`config.mk`:
```
export PLATFORM = sky130hd
export DESIGN_NAME = rsa_sequencer
export DESIGN_NICKNAME = d
export VERILOG_FILES = /design/src/rtl/rsa_sequencer.sv
export SDC_FILE = /design/constraint.sdc
export NUM_CORES = 1
export LEC_CHECK = 0
export CORE_ASPECT_RATIO = 0.7
export CORE_MARGIN = 2
export CORE_UTILIZATION = 49
export DETAILED_ROUTE_END_ITERATION = 8
export GPL_TIMING_DRIVEN = 0
export PLACE_DENSITY = 0.92
export SYNTH_ARGS = -nofsm -noshare
export SYNTH_HDL_FRONTEND = slang
export SYNTH_SLANG_ARGS = --single-unit
```
`constraint.sdc`:
```
create_clock -name clk_in -period 11 [get_ports clk_in]
set_clock_uncertainty 0.1 [all_clocks]
set_input_delay 2.75 -clock clk_in [delete_from_list [all_inputs] [get_ports clk_in]]
set_output_delay 2.75 -clock clk_in [all_outputs]
set_load 0.02 [all_outputs]
```
`src/rtl/rsa_sequencer.sv`:
```
// Request sequencer for a modular-exponentiation engine: buffers one request,
// screens operands, launches the engine and hands the result to the serializer.
module rsa_sequencer #(
    parameter int MSG_BYTES      = 2,
    parameter int KEY_BYTES      = 4,
    parameter int TIMEOUT_CYCLES = 1_000_000
) (
    input  logic                   clk_in,
    input  logic                   rst_in,
    input  logic                   req_valid_in,
    input  logic [8*MSG_BYTES-1:0] message_in,
    input  logic [8*KEY_BYTES-1:0] exponent_in,
    input  logic [8*KEY_BYTES-1:0] modulus_in,
    output logic                   start_out,
    output logic [8*KEY_BYTES-1:0] base_out,
    output logic [8*KEY_BYTES-1:0] exp_out,
    output logic [8*KEY_BYTES-1:0] mod_out,
    input  logic                   engine_done_in,
    input  logic [8*KEY_BYTES-1:0] engine_result_in,
    output logic                   tx_valid_out,
    output logic [8*KEY_BYTES-1:0] tx_data_out,
    input  logic                   tx_ready_in,
    output logic [1:0]             status_out,
    output logic [7:0]             drop_count_out,
    output logic                   busy_out
);

    localparam int MW = 8 * MSG_BYTES;
    localparam int KW = 8 * KEY_BYTES;
    localparam int CW = $clog2(TIMEOUT_CYCLES + 1);

    localparam logic [1:0] ST_OK      = 2'b00;
    localparam logic [1:0] ST_BAD_OP  = 2'b01;
    localparam logic [1:0] ST_TIMEOUT = 2'b10;

    typedef enum logic [2:0] {
        S_IDLE,
        S_CHECK,
        S_LAUNCH,
        S_WAIT,
        S_SEND
    } state_t;

    state_t          r_state;
    state_t          w_next;

    logic            r_buf_full;
    logic [MW-1:0]   r_buf_msg;
    logic [KW-1:0]   r_buf_exp;
    logic [KW-1:0]   r_buf_mod;

    logic [KW-1:0]   r_base;
    logic [KW-1:0]   r_exp;
    logic [KW-1:0]   r_mod;
    logic [CW-1:0]   r_cnt;
    logic [KW-1:0]   r_tx_data;
    logic [1:0]      r_status;
    logic [7:0]      r_drop;

    logic            w_consume;
    logic            w_load;
    logic            w_drop;
    logic            w_bad;
    logic            w_send_load;
    logic [KW-1:0]   w_send_data;
    logic [1:0]      w_send_status;

    assign w_bad = (r_mod == '0) || (r_mod == KW'(1)) || (r_base >= r_mod);

    // A full buffer may be refilled in the same cycle IDLE drains it
    assign w_load = req_valid_in && (!r_buf_full || w_consume);
    assign w_drop = req_valid_in && r_buf_full && !w_consume;

    always_ff @(posedge clk_in or posedge rst_in) begin
        if (rst_in) begin
            r_state <= S_IDLE;
        end else begin
            r_state <= w_next;
        end
    end

    always_comb begin
        w_next        = r_state;
        w_consume     = 1'b0;
        w_send_load   = 1'b0;
        w_send_data   = '0;
        w_send_status = ST_OK;
        unique case (r_state)
            S_IDLE: begin
                if (r_buf_full) begin
                    w_consume = 1'b1;
                    w_next    = S_CHECK;
                end
            end
            S_CHECK: begin
                if (w_bad) begin
                    w_next        = S_SEND;
                    w_send_load   = 1'b1;
                    w_send_status = ST_BAD_OP;
                end else begin
                    w_next = S_LAUNCH;
                end
            end
            S_LAUNCH: begin
                w_next = S_WAIT;
            end
            S_WAIT: begin
                if (engine_done_in) begin
                    w_next        = S_SEND;
                    w_send_load   = 1'b1;
                    w_send_data   = engine_result_in;
                    w_send_status = ST_OK;
                end else if (r_cnt == CW'(TIMEOUT_CYCLES - 1)) begin
                    w_next        = S_SEND;
                    w_send_load   = 1'b1;
                    w_send_status = ST_TIMEOUT;
                end
            end
            S_SEND: begin
                if (tx_ready_in) begin
                    w_next = S_IDLE;
                end
            end
            default: begin
                w_next = S_IDLE;
            end
        endcase
    end

    always_ff @(posedge clk_in or posedge rst_in) begin
        if (rst_in) begin
            r_buf_full <= 1'b0;
            r_buf_msg  <= '0;
            r_buf_exp  <= '0;
            r_buf_mod  <= '0;
            r_drop     <= '0;
        end else begin
            if (w_load) begin
                r_buf_full <= 1'b1;
                r_buf_msg  <= message_in;
                r_buf_exp  <= exponent_in;
                r_buf_mod  <= modulus_in;
            end else if (w_consume) begin
                r_buf_full <= 1'b0;
            end
            if (w_drop && (r_drop != 8'hFF)) begin
                r_drop <= r_drop + 8'd1;
            end
        end
    end

    always_ff @(posedge clk_in or posedge rst_in) begin
        if (rst_in) begin
            r_base    <= '0;
            r_exp     <= '0;
            r_mod     <= '0;
            r_cnt     <= '0;
            r_tx_data <= '0;
            r_status  <= ST_OK;
        end else begin
            if (w_consume) begin
                r_base <= KW'(r_buf_msg);
                r_exp  <= r_buf_exp;
                r_mod  <= r_buf_mod;
            end
            if (r_state == S_WAIT) begin
                r_cnt <= r_cnt + CW'(1);
            end else begin
                r_cnt <= '0;
            end
            if (w_send_load) begin
                r_tx_data <= w_send_data;
                r_status  <= w_send_status;
            end
        end
    end

    assign start_out      = (r_state == S_LAUNCH);
    assign base_out       = r_base;
    assign exp_out        = r_exp;
    assign mod_out        = r_mod;
    assign tx_valid_out   = (r_state == S_SEND);
    assign tx_data_out    = r_tx_data;
    assign status_out     = r_status;
    assign drop_count_out = r_drop;
    assign busy_out       = (r_state != S_IDLE);

endmodule

```
==> Yosys cells after proc, flatten, opt, wreduce, memory -nomap -nowiden <==
Index checks and enable logic that the tools add are counted.
W data, S select, Z words.
{ "totals": {"ff_bits": 226, "word_cells": 60} }
{ "classes": {"n_addsub": 2, "magnitude_cmp": 1, "eq_ne": 10, "n_mux": 21, "reduce_logical": 14} }
{ "op_table": {"columns": ["cell", "n"], "rows": [
  ["$mux W32", 2],
  ["$eq A32 B1 Y1 const B", 1],
  ["$ge A16 B32 Y1", 1],
  ["$logic_not A32 Y1", 1],
  ["$add A20 B1 Y20 const B", 1],
  ["$eq A20 B20 Y1 const B", 1],
  ["$mux W20", 1],
  ["$mux W3", 5],
  ["$pmux W3 S5", 1],
  ["$add A8 B1 Y8 const B", 1],
  ["$mux W1", 8],
  ["$ne A8 B8 Y1 const B", 1],
  ["$eq A3 B2 Y1 const B", 2],
  ["$logic_and A1 B1 Y1", 4],
  ["$mux W2", 2],
  ["$pmux W2 S2", 1],
  ["$eq A3 B1 Y1 const B", 1],
  ["$eq A3 B3 Y1 const B", 1],
  ["$logic_not A3 Y1", 1],
  ["$logic_or A1 B1 Y1", 3],
  ["$ne A3 B3 Y1 const B", 1],
  ["$reduce_and A3 Y1", 1],
  ["$reduce_bool A3 Y1", 1],
  ["$logic_not A1 Y1", 2],
  ["4 further kinds", 4]
]} }

==> Logic depth before layout (Yosys ltp) <==
{ "logic_depth": {"word_depth": 5, "ltp_mapped": 9} }

==> Worst setup path after synthesis <==
Ideal clock, no wire load.
{ "synth_path": {"kind": "reg-to-output", "startpoint": "reg r_state[1]", "endpoint": "out busy_out", "arrival_ns": 0.990, "t_required_ns": 8.150, "setup_slack_ns": 7.160, "stages_incl_launch_ff": 4, "n_path_buf": 2, "path_cell_list": "dfrtp_1 -> buf_6 -> or3_1 -> buf_6"} }
{ "synth_between": {"elab_chain_len": 1} }
{ "synth_lines": {"columns": ["item", "line", "source"], "rows": [
  ["start: declaration", "44", "state_t r_state;"],
  ["start signal: assignment", "78", "r_state <= w_next;"],
  ["$reduce_bool A3 Y1", "186", "assign busy_out = (r_state != S_IDLE);"],
  ["end: declaration", "25", "output logic busy_out"]
]} }
Every way passes these cells.

==> Worst setup path after layout <==
Ends and elaborated chain as after synthesis.

==> summary.txt <==
DR vias/cell: 5.23
Clock Path Buffers: 3
Seq pwr share: 35.5%
Lkg Pwr: 6.08 nW
Pwr dens: 315 nW/um^2
Final period util: 45.2%
Io pins: 258
First-pass GRT wire length: 38000 um
Clock Sinks: 226
Post-synth EDFFs: 0
CP arrival: 2.12 ns
Die Wd: 173 um
RSZ-0062 raised after global routing: false
Cell Area, Synth: 9740 um^2
Area contributors post-synth: dfrtp_1 (58%), mux2_4 (12%), mux2_2 (6.6%)
Kind of critical path: reg -> out
Die H: 122 um
Initial antenna violation count: 0
Status: finished, final reports clean
Filler cells: 1334
Biggest area consumer among synthesized cells: dfrtp_1
Syn_area_per_cell: 14.4 um^2
Combinational power share: 46.1%
N_diodes: 0
Share of cells above drive strength 1: 22.9%
Die ar.: 21000 um^2
Yosys warns: 0
Worst-path clk slew: 0.07 ns
Final net count: 1096
Yosys top cell area share: 58.0%
CP required: 8.15 ns
Total power: 0.00420 W
TritonCTS clock tree: yes
Total number of vias: 6521
Finished Layout Cells: 1247
Routability Congestion: 0.855
DRC viols: 0
Inst Count DP: 1206
DR iter-0 viols: 316
Fmax: 0.201 GHz
Psw: 0.00147 W
FFs w/ async S/R, synth: 100%
Worst Setup Start Kind: register
Hold Fails Final Rpt: 0
Tot GR Track Use: 22.8%
Synth Instances: 678
Ys flop type: dfrtp_1
Power Internal: 0.00273 W
Cell with the most instances after synthesis: dfrtp_1
Final Core Density: 68.0%
TritonRoute pass-1 iters: 5
Max Slew Vio Count: 0
Core area: 19600 um^2
Crit. End Element: output pin
Synth cell types: 48
# rows: 43
Total wire length: 23700 um
ANT nets after route: 0
Skew-Pair Late Insertion Delay: 0.50 ns
Worst Hold Class: reg -> reg
Peak supply drop: 0.209 mV
FF+latch count, synth: 226
Routed length per instance: 19.0 um
Final setup fails: 0
Port Buffers: 241
Initial Util: 49.6%
Largest net degree at the start of global routing: 90
Sequential-to-total area share from yosys stat: 58.0%
Syn-to-layout area delta: 37.1%
Crit path time final: 4.97 ns
Hpwl dp: 16900 um
Worst slack, placed: 6.47 ns
Sw frac: 35.1%
Grt ovf: 0
Post-cts resize count: 0
Number of buffers created by CTS: 23
Final Worst Setup Slack: 6.03 ns
Root Driver: clkbuf_16
Clk network pwr share: 18.5%
Vias in the first global route: 6854
Hold_buf cts: 0
Worst Path Max Fanout: 10
Max Cap Viol: 0
Setup bufs post-CTS: 0
Leading cell types by count after synthesis: dfrtp_1 (226), mux2_4 (80), mux2_2 (57)
Htree depth: 1
==> cell usage in the layout, fill, tap and decap left out, drive strengths merged, types with 3 or more instances in the layout <==
cell type / Yosys / layout
clkdlybuf4s50: 0 / 241
dfrtp: 226 / 226
mux2: 145 / 145
buf: 39 / 41
nor2: 33 / 33
clkbuf: 5 / 33
a22o: 32 / 32
nand2: 31 / 31
inv: 25 / 26
o21ai: 22 / 22
ha: 18 / 18
xor2: 16 / 16
conb: 1 / 16
nand3: 12 / 12
nand4: 11 / 11
nor4: 10 / 10
a21oi: 9 / 9
clkinv: 0 / 9
xnor2: 8 / 8
and3: 4 / 4
nor3: 4 / 4
nor2b: 3 / 3
or3: 3 / 3
==> sequential cells by signal, summed over array words and instances (netlist names) <==
| signal | flops |
|---|---|
| base_out | 16 |
| drop_count_out | 8 |
| exp_out | 32 |
| mod_out | 32 |
| r_buf_exp | 32 |
| r_buf_full | 1 |
| r_buf_mod | 32 |
| r_buf_msg | 16 |
| r_cnt | 20 |
| r_state | 3 |
| status_out | 2 |
| tx_data_out | 32 |
==> logic make-up (layout without fill, tap and decap cells) <==
kind of cell	Yosys count	count (layout)	synth area share [%]
simple gates	121	121	6.75
compound gates	74	74	5.48
other cells	1	16	0.0385
mux	145	145	19.8
xor+xnor	24	24	2.16
fa+ha+maj	18	18	2.31
buf+inv	69	353	5.38
flops	226	226	58.0
==> power groups by stage <==
stage | logic (W) | clock network (W) | registers (W)
after CTS | 0.00195 | 0.000790 | 0.00149
after detailed placement | 0.00193 | 0 | 0.00149
after global placement | 0.00188 | 0 | 0.00147
after global routing | 0.00206 | 0.000828 | 0.00153
after floorplan | 0.000980 | 0 | 0.00168
final | 0.00194 | 0.000776 | 0.00149
==> metal layers <==
metal	global-route usage (%)	part of all wire [%]
met2	35.8	45
met4	6.09	2.1
met5	0	0
met1	32.3	46
met3	5.18	7.0
==> area by class of cell <==
class	instances	area [um^2]	share of cell area (%)
clock inverters	13	133	0.993
repair buffers	243	2470	18.5
clock buffers	28	614	4.60
plain buffers	44	430	3.22
flip-flops and latches	226	5660	42.3
inverters	25	101	0.759
multi-input cells	398	3620	27.1
well taps	270	338	2.53
==> final timing paths <==
check / from / end / slack, ns / depth (start not counted)
max: r_state[1] / busy_out / 6.03 / 4
min: r_buf_mod[13] / mod_out[13] / 0.39 / 2
max reg2reg: base_out[6] / tx_data_out[12] / 8.44 / 8
min reg2reg: r_buf_mod[13] / mod_out[13] / 0.39 / 2
max in group asynchronous: rst_in / r_state[0] / 7.06 / 4
min in group asynchronous: rst_in / exp_out[24] / 2.55 / 2
==> worst max-delay path, cell delays in order (launching register included) <==
cell,delay [ns]
dfrtp_1,0.39
buf_6,0.14
or3_1,0.36
buf_6,0.16
clkdlybuf4s50_1,0.57
==> stage by stage <==
step                instance area (um^2)  hold WS, ns  setup TNS, ns
finish                             13400        0.392              0
detailed placement                 12600        0.375              0
floorplan                           9800        0.350              0
global route                       13400        0.417              0
global placement                   12600        0.354        -159.18
CTS                                13400        0.391              0
Power figures use the tool's default switching activity.
==> edit 1 (same settings) <==
The parameter `TIMEOUT_CYCLES` goes from 1_000_000 to 250_000.
--- a/src/rtl/rsa_sequencer.sv
+++ b/src/rtl/rsa_sequencer.sv
@@ -3,7 +3,7 @@
 module rsa_sequencer #(
     parameter int MSG_BYTES      = 2,
     parameter int KEY_BYTES      = 4,
-    parameter int TIMEOUT_CYCLES = 1_000_000
+    parameter int TIMEOUT_CYCLES = 250_000
 ) (
     input  logic                   clk_in,
     input  logic                   rst_in,
Behaviour: no difference found for any inputs over 10 cycles, from zero or initial values and one cycle with rst_in high; that may be too few to reach the edited logic, so the function may still have changed.
==> edit 1 against the original RTL <==
- synthesized area fell by 6.3%
- design area fell by 5.5%
- global-route usage rose by 0.27 points
- synthesized cell count fell by 1.9%
- wire length fell by 3.2%
- setup slack improved by 0.026 ns
- sequential cell count fell by 2
- total power fell by 9.3%
- critical path type unchanged
- highest routed layer unchanged
==> edit 1: results (changes against the original RTL) <==
num_vias: 6332  # -2.9%
root_buffer: "clkbuf_16"
cts_setup_buffers: 0  # unchanged
grt_usage_pct: 23.1  # +0.27 points
worstRegToRegCells: 7  # -1
portBuffers: 241  # unchanged
hold_path_class: "flip-flop to flip-flop"
hpwl_mm: 16.8  # -0.30%
fillers: 1263  # -5.3%
relSlewSlack_pct: 63.5
first_iter_violations: 342  # +8.2%
cts.reportedPaths.clkPinSlew_ns: 0.06
worst_r2r_endpoint: "tx_data_out[8]"
ys_warn_count: 0  # unchanged
startpoint: "r_state[1]"
cp_max_fo: 7  # -3
netlist-cell-type-count: 46  # -4.2%
power.leakage_uw: 0.00549  # -9.7%
worstSkewPairLatency_ns: 0.49
ir_worst_vdd_v: 0.000214  # +2.3%
synth-edff-count: 0  # unchanged
drt-wirelength-per-cell_um: 19.2  # +0.85%
cts_buffer_depth: 3  # unchanged
numCtsBuffers: 21  # -8.7%
synth_area_leaders: "dfrtp_1 61%, mux2_1 18%, a22o_1 3.1%"
grt_start_max_net_pins: 87  # -3.3%
arrival_ns: 2.09  # -0.03 ns
wirelength_mm: 23.0  # -3.2%
cp_top_family: "buffers and inverters"
grt_pass1_vias: 6674  # -2.6%
outcome: "finished clean"
reg2reg_slack_ns: 8.50  # +0.06 ns
r2r-start: "mod_out[24]"
drive_gt1_share_pct: 7.92  # -15 points
holdPathEnd: "r_buf_exp[17]"
cpMaxStageDelayCell: "clkdlybuf4s50_1"
min_from: "r_buf_exp[17]"
cpPeakStageDelay_ns: 0.59  # +0.02 ns
cts_max_level: 1  # unchanged
ys_seq_area_share_pct: 61.4  # +3.4 points
place_ws_ns: 6.42  # -0.0523 ns
post_cts_resize_count: 0  # unchanged
synthTopCellsByCount: "224 x dfrtp_1, 145 x mux2_1, 34 x nand2_1"
min_period_ns: 4.94  # -0.0255 ns
firstDrtPassIters: 5  # unchanged
place_area_sq_mm: 0.0120  # -5.2%
postSynthAreaPerCell_sq_um: 13.7  # -4.5%
async_reset_ff_share_pct: 100  # unchanged
hold_depth: 1  # -1
finalNetCount: 1081  # -1.4%
grt_antenna_before_repair: 2  # +2
gp_congestion: 0.849  # -0.70%
grt_pass1_wl_mm: 36.1  # -5.2%
cp-endpoint: "busy_out"
## edit 1: changes by cell type in the layout (fill, tap and decap cells not counted), sizes merged, moves of 4 or more
cell	before	now
nor2	33	25
clkinv	9	3
xor2	16	12
clkbuf	33	40
inv	26	22
## edit 1: layer usage
layer	up-vias	wire length, um	part of all wire (%)	track usage (%)
met2	222	10600	46	37.5
met5	-	0	0	0
met3	35	1980	8.6	6.60
met4	0	476	2.1	4.75
met1	3190	9980	43	31.4
li1	2885	-	-	-
## edit 1: final cells by class
type / instances / area [sq um] / area share (%)
clock inverters: 2 / 10.0 / 0.0793
repair buffers: 243 / 2470 / 19.5
multi-input cells: 390 / 3220 / 25.5
diodes: 1 / 2.50 / 0.0198
plain buffers: 43 / 269 / 2.13
flip-flops and latches: 224 / 5610 / 44.4
inverters: 23 / 93.8 / 0.743
clock buffers: 35 / 658 / 5.21
well taps: 236 / 295 / 2.34
## edit 1: cells by family (layout without fill, tap and decap cells)
logic type,after synthesis,count (layout),synth area share [%]
buffers and inverters,66,346,3.89
other,1,17,0.0411
AND/OR/NAND/NOR,113,113,6.29
adder cells (fa/ha/maj),18,18,2.47
flip-flops,224,224,61.4
XOR/XNOR,20,20,1.92
AO/OA/AOI/OAI,78,78,6.09
multiplexers,145,145,17.9
## edit 1: per-stage QoR
step | setup TNS (ns) | hold slack (ns)
finish | 0 | 0.386
global route | 0 | 0.398
CTS | 0 | 0.390
detailed placement | 0 | 0.374
global placement | -126.23 | 0.363
floorplan | 0 | 0.352
## edit 1: power by group
group          switching (uW)  leakage, uW  internal (uW)  total (uW)
logic                     826      0.00243            811        1640
registers                 259      0.00273           1210        1470
clock network             301     0.000331            406         707
==> edit 2 (same settings) <==
Made on the original files. The 5 states of `state_t` get a one-hot encoding in 5 bits.
--- a/src/rtl/rsa_sequencer.sv
+++ b/src/rtl/rsa_sequencer.sv
@@ -33,12 +33,12 @@
     localparam logic [1:0] ST_BAD_OP  = 2'b01;
     localparam logic [1:0] ST_TIMEOUT = 2'b10;
 
-    typedef enum logic [2:0] {
-        S_IDLE,
-        S_CHECK,
-        S_LAUNCH,
-        S_WAIT,
-        S_SEND
+    typedef enum logic [4:0] {
+        S_IDLE   = 5'b00001,
+        S_CHECK  = 5'b00010,
+        S_LAUNCH = 5'b00100,
+        S_WAIT   = 5'b01000,
+        S_SEND   = 5'b10000
     } state_t;
 
     state_t          r_state;
Function: same outputs for any inputs over 10 cycles, from zero or initial values and one cycle with rst_in high; not proved beyond that.
==> edit 2 against the original RTL <==
- setup slack worse by 0.30 ns
- sequential cell count is 2 higher
- hold slack worse by 0.0041 ns
- total power is 0.64% higher
- design area is 1.5% higher
- wire length is 2.3% higher
- register-to-register slack worse by 0.30 ns
- synthesized area is 2.1% higher
- critical path type unchanged
- largest cell class unchanged
==> edit 2: results (changes against the original RTL) <==
netlist-cell-type-count: 48  # unchanged
async_reset_ff_share_pct: 100  # unchanged
fillers: 1377  # +3.2%
synth-compound-area-share_pct: 5.08  # -0.40 points
hold_path_class: "flip-flop to flip-flop"
ys_seq_area_share_pct: 57.4  # -0.67 points
drive_gt1_share_pct: 16.4  # -6.5 points
synth_area_leaders: "dfrtp_1 57%, mux2_4 12%, mux2_1 5.8%"
cp_top_family: "simple AND/OR/NAND/NOR gates"
root_buffer: "clkbuf_16"
post_synth_mux_area_share_pct: 19.4  # -0.40 points
drt-wirelength-per-cell_um: 18.4  # -3.3%
worst_pin_slew_ns: 0.799
hpwl_mm: 17.7  # +4.8%
grt_start_max_net_pins: 120  # +33%
power_clock_uw: 806  # +3.9%
portBuffers: 241  # unchanged
dp_cells: 1280  # +6.1%
numCtsBuffers: 23  # unchanged
cp_max_fo: 9  # -1
power.leakage_uw: 0.00613  # +0.88%
num_vias: 6782  # +4.0%
worstSkewPairLatency_ns: 0.51
post_cts_resize_count: 0  # unchanged
antenna_cells: 0  # unchanged
p_sw_share_pct: 35.0  # -0.080 points
grt_pass1_vias: 7037  # +2.7%
firstDrtPassIters: 5  # unchanged
grt_antenna_before_repair: 3  # +3
cts_setup_buffers: 0  # unchanged
arrival_ns: 2.41  # +0.29 ns
cts_max_level: 1  # unchanged
gp_congestion: 0.859  # +0.48%
ir_worst_vdd_v: 0.000222  # +5.9%
comb_power_share_pct: 45.6  # -0.5 points
cpMaxStageDelayCell: "dfstp_2"
drv_slew: 0  # unchanged
synthTopCellsByCount: "227 x dfrtp_1, 80 x mux2_4, 56 x inv_1"
grt_pass1_wl_mm: 38.4  # +1.1%
grt_usage_pct: 22.7  # -0.17 points
first_iter_violations: 356  # +13%
cpPeakStageDelay_ns: 0.56
finalNetCount: 1170  # +6.8%
outcome: "finished clean"
cts_buffer_depth: 3  # unchanged
synthAdderAreaFrac_pct: 2.26  # -0.047 points
cts.reportedPaths.clkPinSlew_ns: 0.06
ys_warn_count: 0  # unchanged
postSynthAreaPerCell_sq_um: 13.2  # -8.1%
avgViaCountPerCell: 5.14  # -1.7%
synth-xor-area-share_pct: 1.94  # -0.22 points
## edit 2: routing by layer
layer  up-vias  part of all wire [%]  track usage (%)
li1       3151                     -                -
met3        48                   8.1             6.73
met1      3349                    43             30.2
met4         6                   2.4             5.72
met2       228                    46             36.8
met5         -                  0.17                0
## edit 2: final timing paths
check,start,end,slack [ns],depth (start not counted)
min in group asynchronous,rst_in,drop_count_out[1],2.67,2
hold reg to reg,r_buf_mod[16],mod_out[16],0.39,1
setup reg to reg,mod_out[11],tx_data_out[29],8.14,7
max in group asynchronous,rst_in,r_buf_mod[24],7.09,3
hold / removal,r_buf_mod[16],mod_out[16],0.39,1
setup / recovery,r_state[0],busy_out,5.74,4
## edit 2: stage by stage
step | TNS, ns | hold slack, ns | total power (uW) | worst slack (ns) | instance area (sq um)
after detailed placement | 0 | 0.375 | 3440 | 6.12 | 12800
after floorplan | 0 | 0.358 | 2650 | 1.90 | 10000
after CTS | 0 | 0.393 | 4270 | 5.72 | 13600
after global placement | -181.24 | 0.360 | 3360 | -0.826 | 12800
final | 0 | 0.388 | 4230 | 5.74 | 13600
after global routing | 0 | 0.403 | 4460 | 5.68 | 13600
## edit 2: cell type report
type / count / area (sq um) / share of cell area (%)
buffer: 50 / 357 / 2.63
clock buffer: 34 / 657 / 4.85
clock inverter: 6 / 111 / 0.821
inverter: 57 / 221 / 1.63
multi-input combinational: 433 / 3730 / 27.5
sequential: 228 / 5710 / 42.1
tap: 270 / 338 / 2.49
timing repair buffer: 242 / 2440 / 18.0
## edit 2: cell families (layout without fill, tap and decap cells)
family | count (synthesis) | after routing
DFF | 228 | 228
and+or+nand+nor | 155 | 155
muxes | 145 | 145
buffers and inverters | 107 | 389
AOI/OAI and AO/OA | 77 | 77
xor gates and xnor gates | 22 | 22
adders and majority gates | 18 | 18
other | 1 | 16
